[src/rtl/timer_pkg.sv]
// Shared types and constants for the multi-channel down-counting timer.
package timer_pkg;

   typedef enum logic {
      IDLE = 1'b0,
      RUN  = 1'b1
   } state_e;

   localparam logic MODE_ONESHOT  = 1'b0;
   localparam logic MODE_PERIODIC = 1'b1;

endpackage

[src/rtl/timer_channel.sv]
// One timer channel: down-counter with snapshot reload, one-cycle int pulse and sticky pending flag.
//  state | meaning
//  IDLE  | stopped, waiting for start
//  RUN   | counting down on each prescaler tick, expiring after count reaches zero
module timer_channel
   import timer_pkg::*;
#(
   parameter int DATA_WIDTH = 13
) (
   input  logic                  clock_in,
   input  logic                  reset_in,
   input  logic                  tick_i,
   input  logic                  start_i,
   input  logic                  stop_i,
   input  logic                  mode_i,
   input  logic [DATA_WIDTH-1:0] load_i,
   input  logic                  ack_i,
   output logic                  int_o,
   output logic                  pending_o,
   output logic                  busy_o
);

   state_e                state_q, state_d;
   logic [DATA_WIDTH-1:0] cnt_q, cnt_d;
   logic [DATA_WIDTH-1:0] snap_q, snap_d;
   logic                  mode_q, mode_d;
   logic                  int_q, int_d;
   logic                  pend_q, pend_d;

   always_ff @(posedge clock_in or negedge reset_in) begin
      if (!reset_in) begin
         state_q <= IDLE;
         cnt_q   <= '0;
         snap_q  <= '0;
         mode_q  <= MODE_ONESHOT;
         int_q   <= 1'b0;
         pend_q  <= 1'b0;
      end else begin
         state_q <= state_d;
         cnt_q   <= cnt_d;
         snap_q  <= snap_d;
         mode_q  <= mode_d;
         int_q   <= int_d;
         pend_q  <= pend_d;
      end
   end

   // Stop beats start, start beats counting; a retrigger discards the old count silently.
   always_comb begin
      state_d = state_q;
      cnt_d   = cnt_q;
      snap_d  = snap_q;
      mode_d  = mode_q;
      int_d   = 1'b0;
      if (stop_i) begin
         state_d = IDLE;
      end else if (start_i) begin
         state_d = RUN;
         cnt_d   = load_i;
         snap_d  = load_i;
         mode_d  = mode_i;
      end else if (state_q == RUN && tick_i) begin
         if (cnt_q == '0) begin
            int_d = 1'b1;
            if (mode_q == MODE_PERIODIC) begin
               cnt_d = snap_q;
            end else begin
               state_d = IDLE;
            end
         end else begin
            cnt_d = cnt_q - 1'b1;
         end
      end
      pend_d = int_d | (pend_q & ~ack_i);
   end

   assign int_o     = int_q;
   assign pending_o = pend_q;
   assign busy_o    = (state_q == RUN);

endmodule

[src/rtl/timer_multi.sv]
// Multi-channel timer top: shared prescaler, per-channel load slicing and irq OR-reduction.
module timer_multi
   import timer_pkg::*;
#(
   parameter int CHANNELS   = 4,
   parameter int DATA_WIDTH = 13,
   parameter int PRESCALE   = 1
) (
   input  logic                           clock_in,
   input  logic                           reset_in,
   input  logic [CHANNELS-1:0]            start_in,
   input  logic [CHANNELS-1:0]            stop_in,
   input  logic [CHANNELS-1:0]            mode_in,
   input  logic [CHANNELS*DATA_WIDTH-1:0] load_in,
   input  logic [CHANNELS-1:0]            ack_in,
   output logic [CHANNELS-1:0]            int_out,
   output logic [CHANNELS-1:0]            pending_out,
   output logic [CHANNELS-1:0]            busy_out,
   output logic                           irq_out
);

   localparam int            PW       = (PRESCALE > 1) ? $clog2(PRESCALE) : 1;
   localparam logic [PW-1:0] PRE_LAST = PW'(PRESCALE - 1);

   logic [PW-1:0] pre_q, pre_d;
   logic          tick;

   // With PRESCALE = 1 the counter sits at 0 == PRE_LAST, so tick is always high.
   assign tick  = (pre_q == PRE_LAST);
   assign pre_d = tick ? '0 : pre_q + 1'b1;

   always_ff @(posedge clock_in or negedge reset_in) begin
      if (!reset_in) begin
         pre_q <= '0;
      end else begin
         pre_q <= pre_d;
      end
   end

   for (genvar i = 0; i < CHANNELS; i++) begin : g_ch
      timer_channel #(
         .DATA_WIDTH(DATA_WIDTH)
      ) u_ch (
         .clock_in (clock_in),
         .reset_in (reset_in),
         .tick_i   (tick),
         .start_i  (start_in[i]),
         .stop_i   (stop_in[i]),
         .mode_i   (mode_in[i]),
         .load_i   (load_in[i*DATA_WIDTH +: DATA_WIDTH]),
         .ack_i    (ack_in[i]),
         .int_o    (int_out[i]),
         .pending_o(pending_out[i]),
         .busy_o   (busy_out[i])
      );
   end

   assign irq_out = |pending_out;

endmodule

[config.mk]
export PLATFORM = sky130hd
export DESIGN_NAME = timer_multi
export DESIGN_NICKNAME = d
export VERILOG_FILES = /design/src/rtl/timer_pkg.sv /design/src/rtl/timer_channel.sv /design/src/rtl/timer_multi.sv
export SDC_FILE = /design/constraint.sdc
export NUM_CORES = 1
export LEC_CHECK = 0
export CAP_MARGIN = 25
export CORE_MARGIN = 8
export CORE_UTILIZATION = 60
export DETAILED_ROUTE_END_ITERATION = 12
export GPL_ROUTABILITY_DRIVEN = 0
export PLACE_DENSITY = 0.86
export SYNTH_ARGS = -nofsm -noshare
export SYNTH_HDL_FRONTEND = slang
export SYNTH_SLANG_ARGS = --single-unit
[constraint.sdc]
create_clock -name clock_in -period 7.8 [get_ports clock_in]
set_clock_uncertainty 0.15 [all_clocks]
set_input_delay 1.17 -clock clock_in [delete_from_list [all_inputs] [get_ports clock_in]]
set_output_delay 1.17 -clock clock_in [all_outputs]
set_load 0.005 [all_outputs]
==> results.toml, run 1 <==
[timing]
slew_violations = 0
worst_slack_ns = 4.282
hold_viol_final = 0
max_slew_margin_pct = 39.53
tightestPinTransition_ns = 0.9070
fin_hold_ws_ns = 0.3483
tns_ns = 0
setup_viol = 0
max_freq_ghz = 0.2843
grt_setup_unrepaired = "false"
post-route-period-util_pct = 45.10
post-route-min-period_ns = 3.518

[yosys]
synthArstFlopShare_pct = 100.0
synth_top_family_by_area = "compound AO/OA/AOI/OAI gates"
synth_simple_gate_area_share_pct = 16.51
synth_fp_nets = 733
synth_most_common_cell = "dfrtp_1"
synth_top_area_cell = "dfrtp_1"
synth.distinct_cells = 58
synth-compound-area-share_pct = 17.30
post-synth-top-area-fraction_pct = 46.55
synth_mux_area_share_pct = 9.678
yosysSeqAreaShare_pct = 46.55
ys_warn_count = 0
synth.avg_cell_area_um2 = 9.849
synthAdderAreaFrac_pct = 1.552
synthTopCellsByArea = "dfrtp_1 (47%), mux2_2 (8.9%), nor2_1 (4.2%), nand2_1 (3.0%), a31oi_1 (2.8%)"
yosys.area_share.xor_xnor_pct = 2.987
synth.ff_latch_count = 120
synth_common_cells = "dfrtp_1 (120), nor2_1 (73), nand2_1 (52)"
syn-cell-area_um2 = 6451
syn_inst = 655
synth_enable_flop_cells = 0
ys.flop_type = "dfrtp_1"

[clock_tree]
clk_pin_slew_ns = 0.05
htree_num_levels = 4
clkSinkCount = 120
cts_resized = 0
cts_setup_buffers = 0
postCtsHoldBufs = 0
tritoncts.num_buffers = 17
insertion_delay_ns = 0.53
clockBufferDepth = 2
cts-root-buf = "clkbuf_8"
cts_tree = "done"

[run]
cap_violations = 0

[worst_setup_path]
critical_path_required_ns = 8.07
path_cells = "clkdlybuf4s50_1 > inv_1 > nor2_1 > buf_6 > mux2_2"
slowest_stage = "clkdlybuf4s50_1"
crit_family = "buffers and inverters"
crit_path_start_kind = "input pin"
critPathCaptureType = "register"
crit_buf_inv = 3
worstPathMaxFanout = 21
crit_arrival_ns = 3.79
critPathKind = "input pin to register"
max_stage_delay_ns = 0.98

[routing]
wire_per_inst_um = 17.85
firstDrtPassIters = 7
postRouteAntennaNets = 0
route.detailed.drc = 0
vias = 5377
drt_wl_total_um = 15490
viasPerCell = 6.195
drt_iter0_markers = 516

[global_route]
grt_max_degree = 73
grt_remaining_overflow = 0
grtUsageTotal_pct = 22.20
grt_pass1_vias = 5309
grt_antenna_before_repair = 0
grt_pass1_wl_um = 25810

[worst_hold_path]
hold_path_class = "register to register"

[finish]
layout-drive-gt1-share_pct = 14.84
nets = 795
diodes = 0
syn2layout_area_growth_pct = 21.30

[floorplan]
die_h_um = 119.7
core-area_um2 = 10650
fp-row-count = 38
ios = 83
dieArea_um2 = 14330
die_w_um = 119.7
start_util_pct = 60.57

[power_and_ir_drop]
power_w = 0.001848
leakage_nw = 3.151
p_per_area_nw_per_um2 = 236.2
vdd_drop_max_uv = 131.5

[outcome]
status = "completed"

[placed_design]
dpl.hpwl_um = 10680
dpl_worst_slack_ns = 3.612
io_buffers = 82
placed cells by master, fill, tap and decap left out, types with 6 or more instances in the layout:
cell,instances
o21ai_0,30
or4_1,6
dfrtp_1,120
nor3_1,18
ha_1,8
a211oi_1,10
inv_1,27
o2bb2ai_1,6
a21oi_1,24
nor4_1,15
o211ai_1,12
xnor2_1,17
nand2_1,52
buf_4,9
nor2_1,73
clkbuf_16,16
a31oi_1,29
clkbuf_8,8
clkdlybuf4s50_1,81
a211o_1,9
o31ai_1,6
nand2b_1,8
o221ai_1,6
mux2_2,51
state kept, by name, summed over array words and instances, names as in the netlist:
signal	count
g_ch.u_ch.busy_o	4
g_ch.u_ch.cnt_q	52
g_ch.u_ch.int_o	4
g_ch.u_ch.mode_q	4
g_ch.u_ch.pending_o	4
g_ch.u_ch.snap_q	52
worst paths after layout:
kind	cells after the start	slack, ns	start	end
worst max-delay path	5	4.28	start_in[2]	g_ch[2].u_ch.snap_q[11]$_DFFE_PN0P_
worst min-delay path	1	0.35	g_ch[2].u_ch.snap_q[4]$_DFFE_PN0P_	g_ch[2].u_ch.snap_q[4]$_DFFE_PN0P_
worst max register to register	7	4.72	g_ch[0].u_ch.cnt_q[0]$_DFFE_PN0P_	g_ch[0].u_ch.cnt_q[0]$_DFFE_PN0P_
worst min register to register	1	0.35	g_ch[2].u_ch.snap_q[4]$_DFFE_PN0P_	g_ch[2].u_ch.snap_q[4]$_DFFE_PN0P_
max in group asynchronous	2	5.66	reset_in	g_ch[3].u_ch.snap_q[1]$_DFFE_PN0P_
min in group asynchronous	1	0.50	reset_in	g_ch[1].u_ch.snap_q[9]$_DFFE_PN0P_
per-layer routing:
metal / vias to the layer above / GRT usage, % / wire, um
li1: 2515 / - / -
met1: 2633 / 26.32 / 6558
met2: 193 / 36.99 / 7667
met3: 36 / 6.153 / 918
met4: 0 / 9.992 / 348
met5: - / 0 / 0
kinds of logic after synthesis:
family | after synthesis
adder cells (fa/ha/maj) | 8
AND/OR/NAND/NOR | 211
multiplexers | 56
flip-flops | 120
XOR/XNOR | 22
AO/OA/AOI/OAI | 162
buffers and inverters | 76
cell type report:
type	instances	area [um^2]
Clock buffer	28	525.5
Clock inverter	2	10.01
Fill cell	734	2825
Inverter	27	101.3
Multi-Input combinational cell	459	3109
Sequential cell	120	3003
Tap cell	140	175.2
Timing Repair Buffer	92	900.9
where the power goes:
| group | internal (W) | switching (W) | leakage (nW) | total [W] |
|---|---|---|---|---|
| Clock | 0.000445 | 0.000256 | 0.267 | 0.000701 |
| Sequential | 0.000718 | 0.0000999 | 1.42 | 0.000818 |
| Combinational | 0.000173 | 0.000157 | 1.46 | 0.000330 |
| Total | 0.00134 | 0.000513 | 3.15 | 0.00185 |
per-stage QoR:
step,cells,util [%],instance area (um^2)
after detailed placement,836,68.27,7271
after floorplan,655,-,6451
final,868,73.47,7825
after global routing,868,73.47,7825
after global placement,835,68.16,7259
after CTS,866,73.30,7806
Power figures use the tool's default switching activity.
==> run 2, diff against run 1 <==
Settings changed: CORE_UTILIZATION 60 to 56, PLACE_DENSITY 0.86 to 0.81.
Clock period 7.8 ns to 3.61 ns, I/O delays scaled along.
==> run 2 against run 1 <==
Net effect:
- wire length fell by 0.59%
- combinational power up 120%
- global-route usage shrank 1.3 points
- via count rose by 0.37%
- clock power up 140%
- count of clock-buffer cells in the layout decreased by 6
- critical path depth rose by 2
- cell area rose by 1.7%
- utilization fell by 3.2 points
- sequential share of layout area fell by 0.63 points
- critical path type is now register to register
==> results.toml, run 2 (synthesis results as in run 1) <==
[outcome]
status = "completed"

[floorplan]
dieArea_um2 = 15210
core-area_um2 = 11320
die_h_um = 123.3
die_w_um = 123.3
start_util_pct = 56.98
fp-row-count = 39
ios = 83

[power_and_ir_drop]
p_per_area_nw_per_um2 = 525.8
vdd_drop_max_uv = 416.0
leakage_nw = 3.220

[clock_tree]
tritoncts.num_buffers = 17
clk_pin_slew_ns = 0.05
clockBufferDepth = 2
cts_setup_buffers = 0
cts_resized = 0
htree_num_levels = 4
cts-root-buf = "clkbuf_16"
postCtsHoldBufs = 0
clkSinkCount = 120
insertion_delay_ns = 0.41
cts_tree = "done"

[global_route]
grt_antenna_before_repair = 0
grt_pass1_wl_um = 25350
grtUsageTotal_pct = 20.90
grt_max_degree = 62
grt_remaining_overflow = 0
grt_pass1_vias = 5563

[timing]
slew_violations = 0
tightestPinTransition_ns = 0.8884
grt_setup_unrepaired = "false"
setup_viol = 0
hold_viol_final = 0
tns_ns = 0
worst_slack_ns = 0.9606
max_slew_margin_pct = 40.64
max_freq_ghz = 0.3774
post-route-period-util_pct = 73.39
post-route-min-period_ns = 2.649

[worst_setup_path]
critical_path_required_ns = 3.76
crit_path_start_kind = "register"
critPathCaptureType = "register"
worstPathMaxFanout = 19
crit_arrival_ns = 2.80
critPathKind = "register to register"

[routing]
vias = 5397
postRouteAntennaNets = 0
route.detailed.drc = 0
firstDrtPassIters = 5
wire_per_inst_um = 17.50
drt_iter0_markers = 405
drt_wl_total_um = 15400
viasPerCell = 6.133

[finish]
top_regs = "g_ch.u_ch.cnt_q: 52 flops, g_ch.u_ch.snap_q: 52 flops"
diodes = 0
syn2layout_area_growth_pct = 23.31
layout-drive-gt1-share_pct = 16.15
post-route-cell-area_um2 = 7955
fin_util_pct = 70.27
layout_common_cells = "dfrtp_1 (120), clkdlybuf4s50_1 (81), nor2_1 (73)"
final_common_cell = "dfrtp_1"
nets = 803
fill_cells = 854

[placed_design]
dpl.hpwl_um = 10700
dpl_worst_slack_ns = 0.7899
placed_area_um2 = 7358
io_buffers = 82

[worst_hold_path]
hold_path_class = "input pin to async pin"

[run]
cap_violations = 0
run 2: cell count changes in the layout (fill, tap and decap cells not counted):
cell | before | now
bufinv_16 | 0 | 3
clkbuf_16 | 16 | 17
clkbuf_8 | 8 | 3
buf_12 | 0 | 1
clkinv_2 | 2 | 5
clkbuf_1 | 4 | 2
buf_4 | 9 | 18
clkinvlp_4 | 0 | 1
buf_6 | 2 | 0
run 2: area by class of cell:
class | count | area [um^2] | share of cell area [%]
Clock buffer | 22 | 474.2 | 5.961
Clock inverter | 9 | 122.6 | 1.541
Inverter | 27 | 101.3 | 1.274
Multi-Input combinational cell | 459 | 3109 | 39.08
Sequential cell | 120 | 3003 | 37.75
Tap cell | 143 | 178.9 | 2.249
Timing Repair Buffer | 100 | 965.9 | 12.14
run 2: final timing paths:
| check | slack (ns) | end | depth (start not counted) | startpoint |
|---|---|---|---|---|
| max in group asynchronous | 2.47 | g_ch[2].u_ch.snap_q[3]$_DFFE_PN0P_ | 2 | reset_in |
| setup / recovery | 0.96 | g_ch[3].u_ch.cnt_q[0]$_DFFE_PN0P_ | 7 | g_ch[3].u_ch.cnt_q[0]$_DFFE_PN0P_ |
| hold reg to reg | 0.35 | g_ch[0].u_ch.snap_q[8]$_DFFE_PN0P_ | 1 | g_ch[0].u_ch.snap_q[8]$_DFFE_PN0P_ |
| min in group clock_in | 0.35 | g_ch[0].u_ch.snap_q[8]$_DFFE_PN0P_ | 1 | g_ch[0].u_ch.snap_q[8]$_DFFE_PN0P_ |
| hold / removal | 0.05 | g_ch[1].u_ch.snap_q[9]$_DFFE_PN0P_ | 1 | reset_in |
| setup reg to reg | 0.96 | g_ch[3].u_ch.cnt_q[0]$_DFFE_PN0P_ | 7 | g_ch[3].u_ch.cnt_q[0]$_DFFE_PN0P_ |
run 2: metal layers:
metal  GRT usage (%)  part of all wire, %  up-vias
met5               0                    0        -
met4           9.707                  1.8        0
met3           5.982                  5.9       27
met2           34.47                   50      160
met1           24.86                   42     2675
li1                -                    -     2535
run 2: power breakdown:
part           internal [W]  switching [W]  total [W]
combinational      0.000378       0.000338   0.000716
sequential          0.00155       0.000212    0.00176
clock               0.00113       0.000576    0.00170
total               0.00306        0.00113    0.00418
run 2: per-stage QoR:
| step | instances | total power [W] | hold WS (ns) |
|---|---|---|---|
| floorplan | 655 | 0.002218 | 0.09591 |
| global placement | 849 | 0.002439 | 0.3298 |
| detailed placement | 849 | 0.002485 | 0.3418 |
| CTS | 880 | 0.004205 | 0.07744 |
| global route | 880 | 0.004374 | 0.1185 |
| finish | 880 | 0.004183 | 0.04968 |
run 2: critical path, cell delays in order, from the launching register on:
cell	delay (ns)
dfrtp_1	0.44
inv_1	0.12
ha_1	0.15
or4b_2	0.60
or4_4	0.58
nor3_1	0.18
a21oi_1	0.06
o221a_2	0.25
